[config.mk]
export PLATFORM = sky130hd
export DESIGN_NAME = pipe_hazard_ctrl
export DESIGN_NICKNAME = d
export VERILOG_FILES = /design/src/rtl/pipe_pkg.sv /design/src/rtl/pipe_hazard_ctrl_if.sv /design/src/rtl/pipe_scoreboard.sv /design/src/rtl/pipe_hazard_ctrl.sv
export SDC_FILE = /design/constraint.sdc
export NUM_CORES = 1
export LEC_CHECK = 0
export ABC_CLOCK_PERIOD_IN_PS = 1700
export CAP_MARGIN = 20
export CORE_MARGIN = 1
export CORE_UTILIZATION = 46
export CTS_BUF_LIST = sky130_fd_sc_hd__clkbuf_4 sky130_fd_sc_hd__clkbuf_8
export DETAILED_ROUTE_END_ITERATION = 10
export GPL_TIMING_DRIVEN = 0
export PLACE_DENSITY_LB_ADDON = 0.12
export REMOVE_ABC_BUFFERS = 1
export SETUP_SLACK_MARGIN = 0.5
export SLEW_MARGIN = 20
export SYNTH_ARGS = -nofsm -noshare
export SYNTH_HDL_FRONTEND = slang
export SYNTH_SLANG_ARGS = --single-unit
[constraint.sdc]
create_clock -name clk -period 1.7 [get_ports clk]
set_input_delay 0.17 -clock clk [delete_from_list [all_inputs] [get_ports clk]]
set_output_delay 0.17 -clock clk [all_outputs]
set_load 0.05 [all_outputs]
[src/rtl/pipe_pkg.sv]
// Shared types for the pipeline hazard controller.
// Scoreboard entry, FSM state and forward-select encodings.
package pipe_pkg;

    localparam int SB_AW = 16;

    localparam int SB_WB  = 0;
    localparam int SB_MEM = 1;
    localparam int SB_EX  = 2;

    localparam logic [1:0] FWD_RF  = 2'b00;
    localparam logic [1:0] FWD_MEM = 2'b01;
    localparam logic [1:0] FWD_WB  = 2'b10;

    typedef enum logic [1:0] {
        RUN,
        STALL,
        FREEZE
    } hz_state_t;

    typedef struct packed {
        logic             valid;
        logic [SB_AW-1:0] rd;
        logic             load;
    } sb_entry_t;

    // x0 never matches: it is hard-wired zero
    function automatic logic sbHit(sb_entry_t e, logic [SB_AW-1:0] rs);
        return e.valid && (rs != '0) && (e.rd == rs);
    endfunction

endpackage

[src/rtl/pipe_hazard_ctrl_if.sv]
// Link between the hazard FSM and its scoreboard.
// Master pushes/holds entries; slave returns per-source matches.
interface pipe_hazard_ctrl_if #(
    parameter int AW = 5
);
    import pipe_pkg::*;

    logic          hold;
    sb_entry_t     push;
    logic [AW-1:0] rsA;
    logic [AW-1:0] rsB;
    logic [2:0]    matchA;
    logic [2:0]    matchB;
    logic          ldHitA;
    logic          ldHitB;

    modport master (
        output hold, push, rsA, rsB,
        input  matchA, matchB, ldHitA, ldHitB
    );

    modport slave (
        input  hold, push, rsA, rsB,
        output matchA, matchB, ldHitA, ldHitB
    );

endinterface

[src/rtl/pipe_scoreboard.sv]
// Three-entry EX/MEM/WB destination scoreboard.
// Shifts one stage per cycle unless held; reports source matches.
module pipe_scoreboard
    import pipe_pkg::*;
(
    input  logic        clk,
    input  logic        rst_n,
    pipe_hazard_ctrl_if.slave sb
);

    sb_entry_t        ent [3];
    logic [SB_AW-1:0] a;
    logic [SB_AW-1:0] b;

    assign a = SB_AW'(sb.rsA);
    assign b = SB_AW'(sb.rsB);

    // match vectors indexed EX/MEM/WB, plus load-in-EX hits
    always_comb begin
        sb.matchA = '0;
        sb.matchB = '0;
        for (int i = 0; i < 3; i++) begin
            sb.matchA[i] = sbHit(ent[i], a);
            sb.matchB[i] = sbHit(ent[i], b);
        end
        sb.ldHitA = sb.matchA[SB_EX] & ent[SB_EX].load;
        sb.ldHitB = sb.matchB[SB_EX] & ent[SB_EX].load;
    end

    // shift register of in-flight writers, frozen while held
    always_ff @(posedge clk or negedge rst_n) begin
        if (!rst_n) begin
            for (int i = 0; i < 3; i++) begin
                ent[i] <= '0;
            end
        end else if (!sb.hold) begin
            ent[SB_WB]  <= ent[SB_MEM];
            ent[SB_MEM] <= ent[SB_EX];
            ent[SB_EX]  <= sb.push;
        end
    end

endmodule

[src/rtl/pipe_hazard_ctrl.sv]
// Pipeline hazard controller: stall/flush/freeze FSM and forwarding.
// Define HAZARD_FWD_EN for MEM/WB forwarding with load-use stalls only.
module pipe_hazard_ctrl
    import pipe_pkg::*;
#(
    parameter int REG_AW = 5,
    parameter int SCNT_W = 16
) (
    input  logic              clk,
    input  logic              rst_n,
    input  logic              id_valid,
    input  logic [REG_AW-1:0] id_rs_a,
    input  logic [REG_AW-1:0] id_rs_b,
    input  logic [REG_AW-1:0] id_rd,
    input  logic              id_wr,
    input  logic              id_load,
    input  logic              branch_taken,
    input  logic              mem_busy,
    output logic              pc_stall,
    output logic              ifd_stall,
    output logic              ifd_flush,
    output logic              ex_bubble,
    output logic [1:0]        fwd_a,
    output logic [1:0]        fwd_b,
    output logic [SCNT_W-1:0] stall_cnt
);

    pipe_hazard_ctrl_if #(.AW(REG_AW)) sbIf ();

    pipe_scoreboard uSb (
        .clk   (clk),
        .rst_n (rst_n),
        .sb    (sbIf)
    );

    hz_state_t state;
    hz_state_t nextState;
    logic      blkA;
    logic      blkB;
    logic      hazard;

`ifdef HAZARD_FWD_EN
    // only a load still in EX cannot be forwarded in time
    assign blkA = sbIf.ldHitA;
    assign blkB = sbIf.ldHitB;

    // youngest producer (MEM) wins over WB
    always_comb begin
        fwd_a = FWD_RF;
        fwd_b = FWD_RF;
        if (sbIf.matchA[SB_MEM]) begin
            fwd_a = FWD_MEM;
        end else if (sbIf.matchA[SB_WB]) begin
            fwd_a = FWD_WB;
        end
        if (sbIf.matchB[SB_MEM]) begin
            fwd_b = FWD_MEM;
        end else if (sbIf.matchB[SB_WB]) begin
            fwd_b = FWD_WB;
        end
    end
`else
    // every in-flight writer blocks until it leaves WB
    assign blkA = sbIf.ldHitA | (|sbIf.matchA);
    assign blkB = sbIf.ldHitB | (|sbIf.matchB);
    assign fwd_a = FWD_RF;
    assign fwd_b = FWD_RF;
`endif

    assign hazard = id_valid & (blkA | blkB);

    assign sbIf.rsA = id_rs_a;
    assign sbIf.rsB = id_rs_b;

    // stalled or flushed cycles push a bubble into EX
    assign sbIf.push.valid = id_valid & id_wr & ~ex_bubble;
    assign sbIf.push.rd    = SB_AW'(id_rd);
    assign sbIf.push.load  = id_load;

    // priority: mem_busy, then branch, then RAW hazard
    always_comb begin
        pc_stall  = 1'b0;
        ifd_stall = 1'b0;
        ifd_flush = 1'b0;
        ex_bubble = 1'b0;
        sbIf.hold = 1'b0;
        nextState = state;
        if (mem_busy) begin
            pc_stall  = 1'b1;
            ifd_stall = 1'b1;
            sbIf.hold = 1'b1;
            nextState = FREEZE;
        end else if (branch_taken) begin
            ifd_flush = 1'b1;
            ex_bubble = 1'b1;
            nextState = RUN;
        end else begin
            unique case (state)
                RUN:     if (hazard) nextState = STALL;
                STALL:   if (!hazard) nextState = RUN;
                FREEZE:  nextState = hazard ? STALL : RUN;
                default: nextState = RUN;
            endcase
            if (hazard) begin
                pc_stall  = 1'b1;
                ifd_stall = 1'b1;
                ex_bubble = 1'b1;
            end
        end
        if (!rst_n) begin
            pc_stall  = 1'b0;
            ifd_stall = 1'b0;
            ifd_flush = 1'b0;
            ex_bubble = 1'b0;
        end
    end

    // FSM state register
    always_ff @(posedge clk or negedge rst_n) begin
        if (!rst_n) begin
            state <= RUN;
        end else begin
            state <= nextState;
        end
    end

    // saturating count of real stall cycles, frozen with the pipe
    always_ff @(posedge clk or negedge rst_n) begin
        if (!rst_n) begin
            stall_cnt <= '0;
        end else if (!mem_busy && ifd_stall && (stall_cnt != '1)) begin
            stall_cnt <= stall_cnt + 1'b1;
        end
    end

endmodule

==> results of run 1 <==
## per-layer routing
layer	track usage [%]	up-vias	part of all wire [%]
met4	9.309	0	2.3
met2	36.86	49	51
met5	0	-	0
li1	-	710	-
met3	6.552	12	5.4
met1	25.47	738	41
## logic make-up after synthesis
group	count (synthesis)	synth area share, %
AO/OA/AOI/OAI	8	3.303
XOR/XNOR	45	20.81
adder cells (fa/ha/maj)	1	0.6604
buffers and inverters	10	3.369
flip-flops	34	44.91
multiplexers	18	10.70
other	1	0.1980
AND/OR/NAND/NOR	57	16.05
## report_power, final
part / switching (W) / total [W] / internal, W
sequential: 0.0000836 / 0.000966 / 0.000883
clock: 0.000268 / 0.000582 / 0.000313
combinational: 0.000271 / 0.000547 / 0.000276
## worst max-delay path, delay by kind of cell, from the launching register on
family                 cells  cell delay, ns
AND/OR/NAND/NOR            4            0.58
flip-flops                 1            0.43
AO/OA/AOI/OAI              2            0.37
buffers and inverters      2            0.28
XOR/XNOR                   1            0.17
## layout by cell type (no fill, tap or decap), drive strengths merged, types with 2 or more instances in the layout
cell type / instances
nor2b: 2
clkbuf: 13
and4: 2
dlygate4sd2: 5
nor3: 3
conb: 4
nor4: 4
nand2: 15
dlymetal6s2s: 5
and3: 3
nor2: 7
mux2: 18
nand4: 8
dfrtp: 34
clkdlybuf4s50: 7
buf: 35
nand3: 10
inv: 2
xor2: 15
a21oi: 3
xnor2: 30
## path summary, 6_finish.rpt
check	startpoint	endpoint	slack, ns	cells past startpoint
max	uSb.ent[21]	ex_bubble	-0.58	9
min	rst_n	stall_cnt[4]	0.08	3
max reg2reg	uSb.ent[21]	stall_cnt[1]	-0.55	9
min reg2reg	stall_cnt[15]	stall_cnt[15]	0.51	1
max in group asynchronous	rst_n	uSb.ent[38]	0.85	2
min in group clk	mem_busy	uSb.ent[2]	0.40	2
## final cells by class
| class | instances | area [sq um] |
|---|---|---|
| fillers | 287 | 1167 |
| multi-input cells | 133 | 1107 |
| flip-flops and latches | 34 | 850.8 |
| repair buffers | 59 | 521.8 |
| clock buffers | 7 | 83.83 |
| well taps | 48 | 60.06 |
| inverters | 2 | 7.507 |
## registers in the layout, indices dropped and copies added (netlist names)
register   flops
stall_cnt     16
uSb.ent       18
## timing repair
action / in CTS / in global routing
hold endpoints to repair: 34 / 13
hold buffers: 1 / 1
pin swaps: 13 / 12
gates resized for setup: 128 / 36
endpoints found under the setup margin: 54 / 46
buffers inserted: 11 / 5
## metrics by stage
stage | setup slack, ns | hold WS, ns | total power, W
3_3_place_gp | -1.631 | 0.4825 | 0.001399
2_1_floorplan | -1.113 | -0.1256 | 0.001241
4_1_cts | -0.5582 | -0.2620 | 0.002054
5_1_grt | -0.6732 | 0.1225 | 0.002199
3_5_place_dp | -1.387 | 0.1115 | 0.001421
6_report | -0.5781 | 0.07867 | 0.002095
==> summary.md, run 1 <==
| Metric | Value |
|---|---|
| Setup Skew | 0.002810 ns |
| Initial core utilization | between 40% and 50% |
| Row count | 22 |
| Post-Route Setup TNS | -8.999 ns |
| Vias in the first global route | 1493 |
| Unique masters post-synth | 32 |
| Synth top area share | roughly 45% |
| CTS max path bufs | 2 |
| Fin worst setup slack | -0.5781 ns |
| First-pass GRT wire length | between 6 and 7 mm |
| Initial DRC count | 46 |
| Fin util | 69.27% |
| DIE AREA | 4378 sq um |
| CP max-delay cell | dfrtp_1 |
| Worst Path Arrival | 2.11 ns |
| Syn Inst Count | between 150 and 200 |
| Failing checks | negative setup slack |
| Area grow syn2layout | 38.90% |
| Largest net degree at the start of global routing | 22 |
| Die Span Y | 66.17 um |
| Avg Cell Area, Syn | between 10 and 15 sq um |
| Port bufs | 40 |
| Mapped Area | 1894 sq um |
| Slew margin rel. | ~60% |
| Synth area leader | dfrtp_1 |
| Non-Filler Instances | 283 |
| Clock Latency Late Sink | 0.28 ns |
| Slowest stage delay, CP | about 0.43 ns |
| Ys Warns | 0 |
| Root Driver | clkbuf_8 |
| Grt total ovfl | 0 |
| Top cells by area, synth | dfrtp_1 45%, xnor2_1 14%, mux2_2 11% |
| Vias per cell | approximately 5.3 |
| Kind of critical path | register to output pin |
| Final net count | 258 |
| Max-cap check violation count | 0 |
| Fmax | 0.4390 GHz |
| CORE AREA | ~3800 sq um |
| Pwr/cell area | 796.2 nW/um^2 |
| Drt pass-1 iters | 4 |
| Req. time, crit path | ~1.5 ns |
| GRT Overall Usage | 21.81% |
| Post-synth EDFFs | 0 |
| Sequential element share of the synthesized area | 44.91% |
| Worst-margin pin slew | 0.5951 ns |
| Final hold violations | 0 |
| Flops & latches, synth | 34 |
| Fraction of layout cells with a size suffix above 1 | 37.45% |
| Peak VDD IR | roughly 0.00050 V |
| Synth cell count leaders | 34 x dfrtp_1, 30 x xnor2_1, 18 x mux2_2, 15 x nand2_1, 15 x xor2_1 |
| Status | finished, violations left |
| Clk slew on worst S/H paths | around 0.060 ns |
| Period utilization | 134.0% |
| CP Launch Type | register |
| Diode count | 0 |
| Initial antenna violation count | 0 |
| CP endpoint kind | output pin |
| RSZ-0062 raised after global routing | true |
| Post-synthesis async set-or-reset flop share | 100.0% |
| DRT Wirelength | 4.446 mm |
| DP HPWL | 2.922 mm |
| Post-route cell area | ~2600 sq um |
| Crit-path most repeated cell | buf_6 |
| Final number of setup-violating endpoints | 20 |
| Routed WL per cell | 15.71 um |
| Static leakage | between 1 and 1.5 nW |
| Min-Delay Path Class | input port to asynchronous set/reset pin |
| Post-layout minimum cycle time | roughly 2.3 ns |
| Clock sink total | 34 |
| Crit-path cells | xor2_2, nor4_2, nand3_1, a21o_1, nand2_2, buf_6, nand2_4, a21oi_4, buf_6 |
| Placed cell count | approximately 260 |
| Pins over their slew limit | 0 |
| RD Place Congestion | 0.9458 |
| Area after DPL | roughly 2300 sq um |
| Drt drc | 0 |
| Htree depth | 2 |
| Die Width | 66.17 um |
| Vias | 1509 |
| Main synth FF type | dfrtp_1 |
| Ports | 46 |
| TritonCTS buffer count | 5 |
| CP max FO | 3 |
| Post-route ant nets | 0 |
| Top-count cell post-synth | dfrtp_1 |
| TritonCTS clock tree | done |
No activity file was read; power rests on OpenSTA's default activity.
==> run 2: changes to the inputs <==
- MAX_ROUTING_LAYER: unset -> met4
==> run 2 against run 1 <==
  * The flow still finishes with violations (negative setup slack)
  * Critical path depth unchanged
  * Flip-flop and latch count unchanged
  * Register-to-register slack about the same
  * Wire length up 3.8%
  * Sequential share of layout area down 0.76 points
  * Maximum frequency down 0.75%
  * Clock-buffer cell count unchanged
==> summary.md, run 2 (synthesis gave the netlist of run 1 again) <==
| Metric | Value |
|---|---|
| Status | finished, violations left (unchanged) |
| Failing checks | negative setup slack (unchanged) |
| Post-Route Setup TNS | -8.707 ns (was -8.999 ns) |
| Ports | 46 (unchanged) |
| Most common cell after layout, fill and taps aside | dfrtp_1 (unchanged) |
| Die Span Y | 66.17 um (unchanged) |
| Final number of setup-violating endpoints | 21 (was 20) |
| R2R depth | 9 (unchanged) |
| Die Width | 66.17 um (unchanged) |
| Crit-path cells | xor2_1, nor4_1, nand3_1, a21o_1, nand2_2, buf_6, nand2_4, a21oi_2, buf_6 (was xor2_2, nor4_2, nand3_1, a21o_1, nand2_2, buf_6, nand2_4, a21oi_4, buf_6) |
| CP max-delay cell | dfrtp_1 (unchanged) |
| Routed WL per cell | 16.31 um (was 15.71 um) |
| Diode count | 0 (unchanged) |
| Fmax | 0.4357 GHz (was 0.4390 GHz) |
| Commonest cells after routing, fill and taps aside | 33 x dfrtp_1, 29 x xnor2_1, 17 x mux2_2 (was 34 x dfrtp_1, 30 x xnor2_1, 17 x mux2_2) |
| CP endpoint kind | output pin (unchanged) |
| Area after DPL | 2325 sq um (was 2332 sq um) |
| Worst Path Arrival | 2.13 ns (was 2.11 ns) |
| Worst r2r src | uSb.ent[40] (was uSb.ent[21]) |
| Drt drc | 0 (unchanged) |
| Total power draw | 0.002130 W (was 0.002095 W) |
| Port bufs | 40 (unchanged) |
| Clk slew on worst S/H paths | 0.07 ns (was 0.06 ns) |
| Initial antenna violation count | 0 (unchanged) |
| Pins over their slew limit | 0 (unchanged) |
| Period utilization | 135.0% (was 134.0%) |
| Setup Skew | 0.004480 ns (was 0.002810 ns) |
| Vias in the first global route | 1489 (was 1493) |
| Slowest stage delay, CP | 0.41 ns (was 0.43 ns) |
| RD Place Congestion | 0.9975 (was 0.9458) |
| Vias | 1514 (was 1509) |
| Post-route cell area | 2699 sq um (was 2631 sq um) |
| Drt pass-1 iters | 4 (unchanged) |
| Row count | 22 (unchanged) |
| Post-route ant nets | 0 (unchanged) |
| Max-cap check violation count | 0 (unchanged) |
| Initial DRC count | 78 (was 46) |
| Static leakage | 1.180 nW (was 1.187 nW) |
| Peak VDD IR | 0.0005605 V (was 0.0005046 V) |
| Largest Register | uSb.ent (unchanged) |
| Final net count | 257 (was 258) |
| Fraction of layout cells with a size suffix above 1 | 40.43% (was 37.45%) |
| DIE AREA | 4378 sq um (unchanged) |
| Fin worst setup slack | -0.5953 ns (was -0.5781 ns) |
| Area grow syn2layout | 42.47% (was 38.90%) |
| First-pass GRT wire length | 6.831 mm (was 6.913 mm) |
| Root Driver | clkbuf_8 (unchanged) |
| TritonCTS buffer count | 5 (unchanged) |
| RSZ-0062 raised after global routing | true (unchanged) |
| GRT Overall Usage | 22.14% (was 21.81%) |
| Crit-path most repeated cell | buf_6 (unchanged) |
| CP Launch Type | register (unchanged) |
| Final hold violations | 0 (unchanged) |
| Clock sink total | 34 (unchanged) |
| Initial core utilization | 49.87% (unchanged) |
| Pwr/cell area | 789.2 nW/um^2 (was 796.2 nW/um^2) |
| Req. time, crit path | 1.53 ns (about the same) |
| CTS max path bufs | 2 (unchanged) |
| CORE AREA | 3799 sq um (unchanged) |
| Worst r2r dst | stall_cnt[1] (unchanged) |
| TritonCTS clock tree | done (unchanged) |
| Grt total ovfl | 0 (unchanged) |
| Min-Delay Path Class | input port to asynchronous set/reset pin (unchanged) |
| DRT Wirelength | 4.615 mm (was 4.446 mm) |
| DP HPWL | 2.956 mm (was 2.922 mm) |
| Max reg flops | 18 (unchanged) |
| Vias per cell | 5.350 (was 5.332) |
| Flop-to-flop setup slack | -0.56 ns (was -0.55 ns) |
| Fin util | 71.05% (was 69.27%) |
| Largest regs | uSb.ent: 18 flops, stall_cnt: 16 flops (unchanged) |
| Kind of critical path | register to output pin (unchanged) |
| Largest net degree at the start of global routing | 36 (was 22) |
| Htree depth | 2 (unchanged) |
| CP max FO | 3 (unchanged) |
| Clock Latency Late Sink | 0.29 ns (was 0.28 ns) |
| Post-layout minimum cycle time | 2.295 ns (was 2.278 ns) |
[run 2: cell types whose count changed in the layout (fill, tap and decap cells not counted), sizes merged]
cell / previous run / this run
buf: 35 / 31
clkdlybuf4s50: 7 / 11
dlymetal6s2s: 5 / 2
clkbuf: 13 / 15
clkdlybuf4s15: 0 / 1
clkinv: 0 / 1
dlygate4sd2: 5 / 4
[run 2: worst max path at each step]
stage	from	end	slack (ns)	cells after the start
3_5_place_dp	id_rs_a[1]	pc_stall	-1.41	9
5_1_grt	uSb.ent[5]	pc_stall	-0.70	8
3_3_place_gp	rst_n	stall_cnt[1]	-1.63	6
2_1_floorplan	uSb.ent[1]	ifd_stall	-1.11	7
6_report	uSb.ent[4]	ex_bubble	-0.60	9
4_1_cts	uSb.ent[2]	pc_stall	-0.59	8
[run 2: cell type report]
class | instances | area (sq um)
clock buffers | 7 | 90.09
fillers | 261 | 1100
multi-input cells | 133 | 1132
well taps | 48 | 60.06
inverters | 2 | 7.507
repair buffers | 58 | 551.8
flip-flops and latches | 34 | 852.1
clock inverters | 1 | 5.005
[run 2: worst max-delay path, delay by kind of cell, from the launching register on]
kind | cells | cell delay (ns)
DFF | 1 | 0.41
and+or+nand+nor | 4 | 0.60
AOI/OAI and AO/OA | 2 | 0.39
xor gates and xnor gates | 1 | 0.15
buffers and inverters | 2 | 0.28
[run 2: power by group]
part	total, W	leakage (nW)	internal, W	switching, W
clock network	0.000637	0.0517	0.000342	0.000294
logic	0.000523	0.694	0.000266	0.000258
registers	0.000970	0.434	0.000882	0.0000874
total	0.00213	1.18	0.00149	0.000640
[run 2: timing repair]
| item | 4_1_cts | 5_1_grt |
|---|---|---|
| setup buffers | 9 | 5 |
| pin swaps | 15 | 15 |
| hold buffers | 1 | 1 |
| setup endpoints to repair | 54 | 28 |
| endpoints found under the hold margin | 34 | 34 |
| gates cloned | 0 | 2 |
| gates resized for setup | 133 | 38 |
[run 2: routing by layer]
| metal | GRT usage, % | share of wire [%] | vias to the layer above |
|---|---|---|---|
| li1 | - | - | 715 |
| met1 | 26.24 | 43 | 745 |
| met2 | 33.80 | 50 | 43 |
| met3 | 6.379 | 4.1 | 11 |
| met4 | 12.23 | 2.5 | 0 |
| met5 | - | 0 | - |
[run 2: through the flow]
stage          std cells  hold WS, ns  worst slack (ns)
6_report             283       0.2760           -0.5953
5_1_grt              283       0.2779           -0.6982
4_1_cts              276       0.2089           -0.5918
3_5_place_dp         258     -0.02985            -1.407
3_3_place_gp         257       0.4824            -1.631
2_1_floorplan        169      -0.1256            -1.113
==> run 3: changes to the inputs <==
- CORE_MARGIN: 1 -> unset
==> results of run 3 <==
The final DEF is identical to that of run 2; final timing and power are the same.
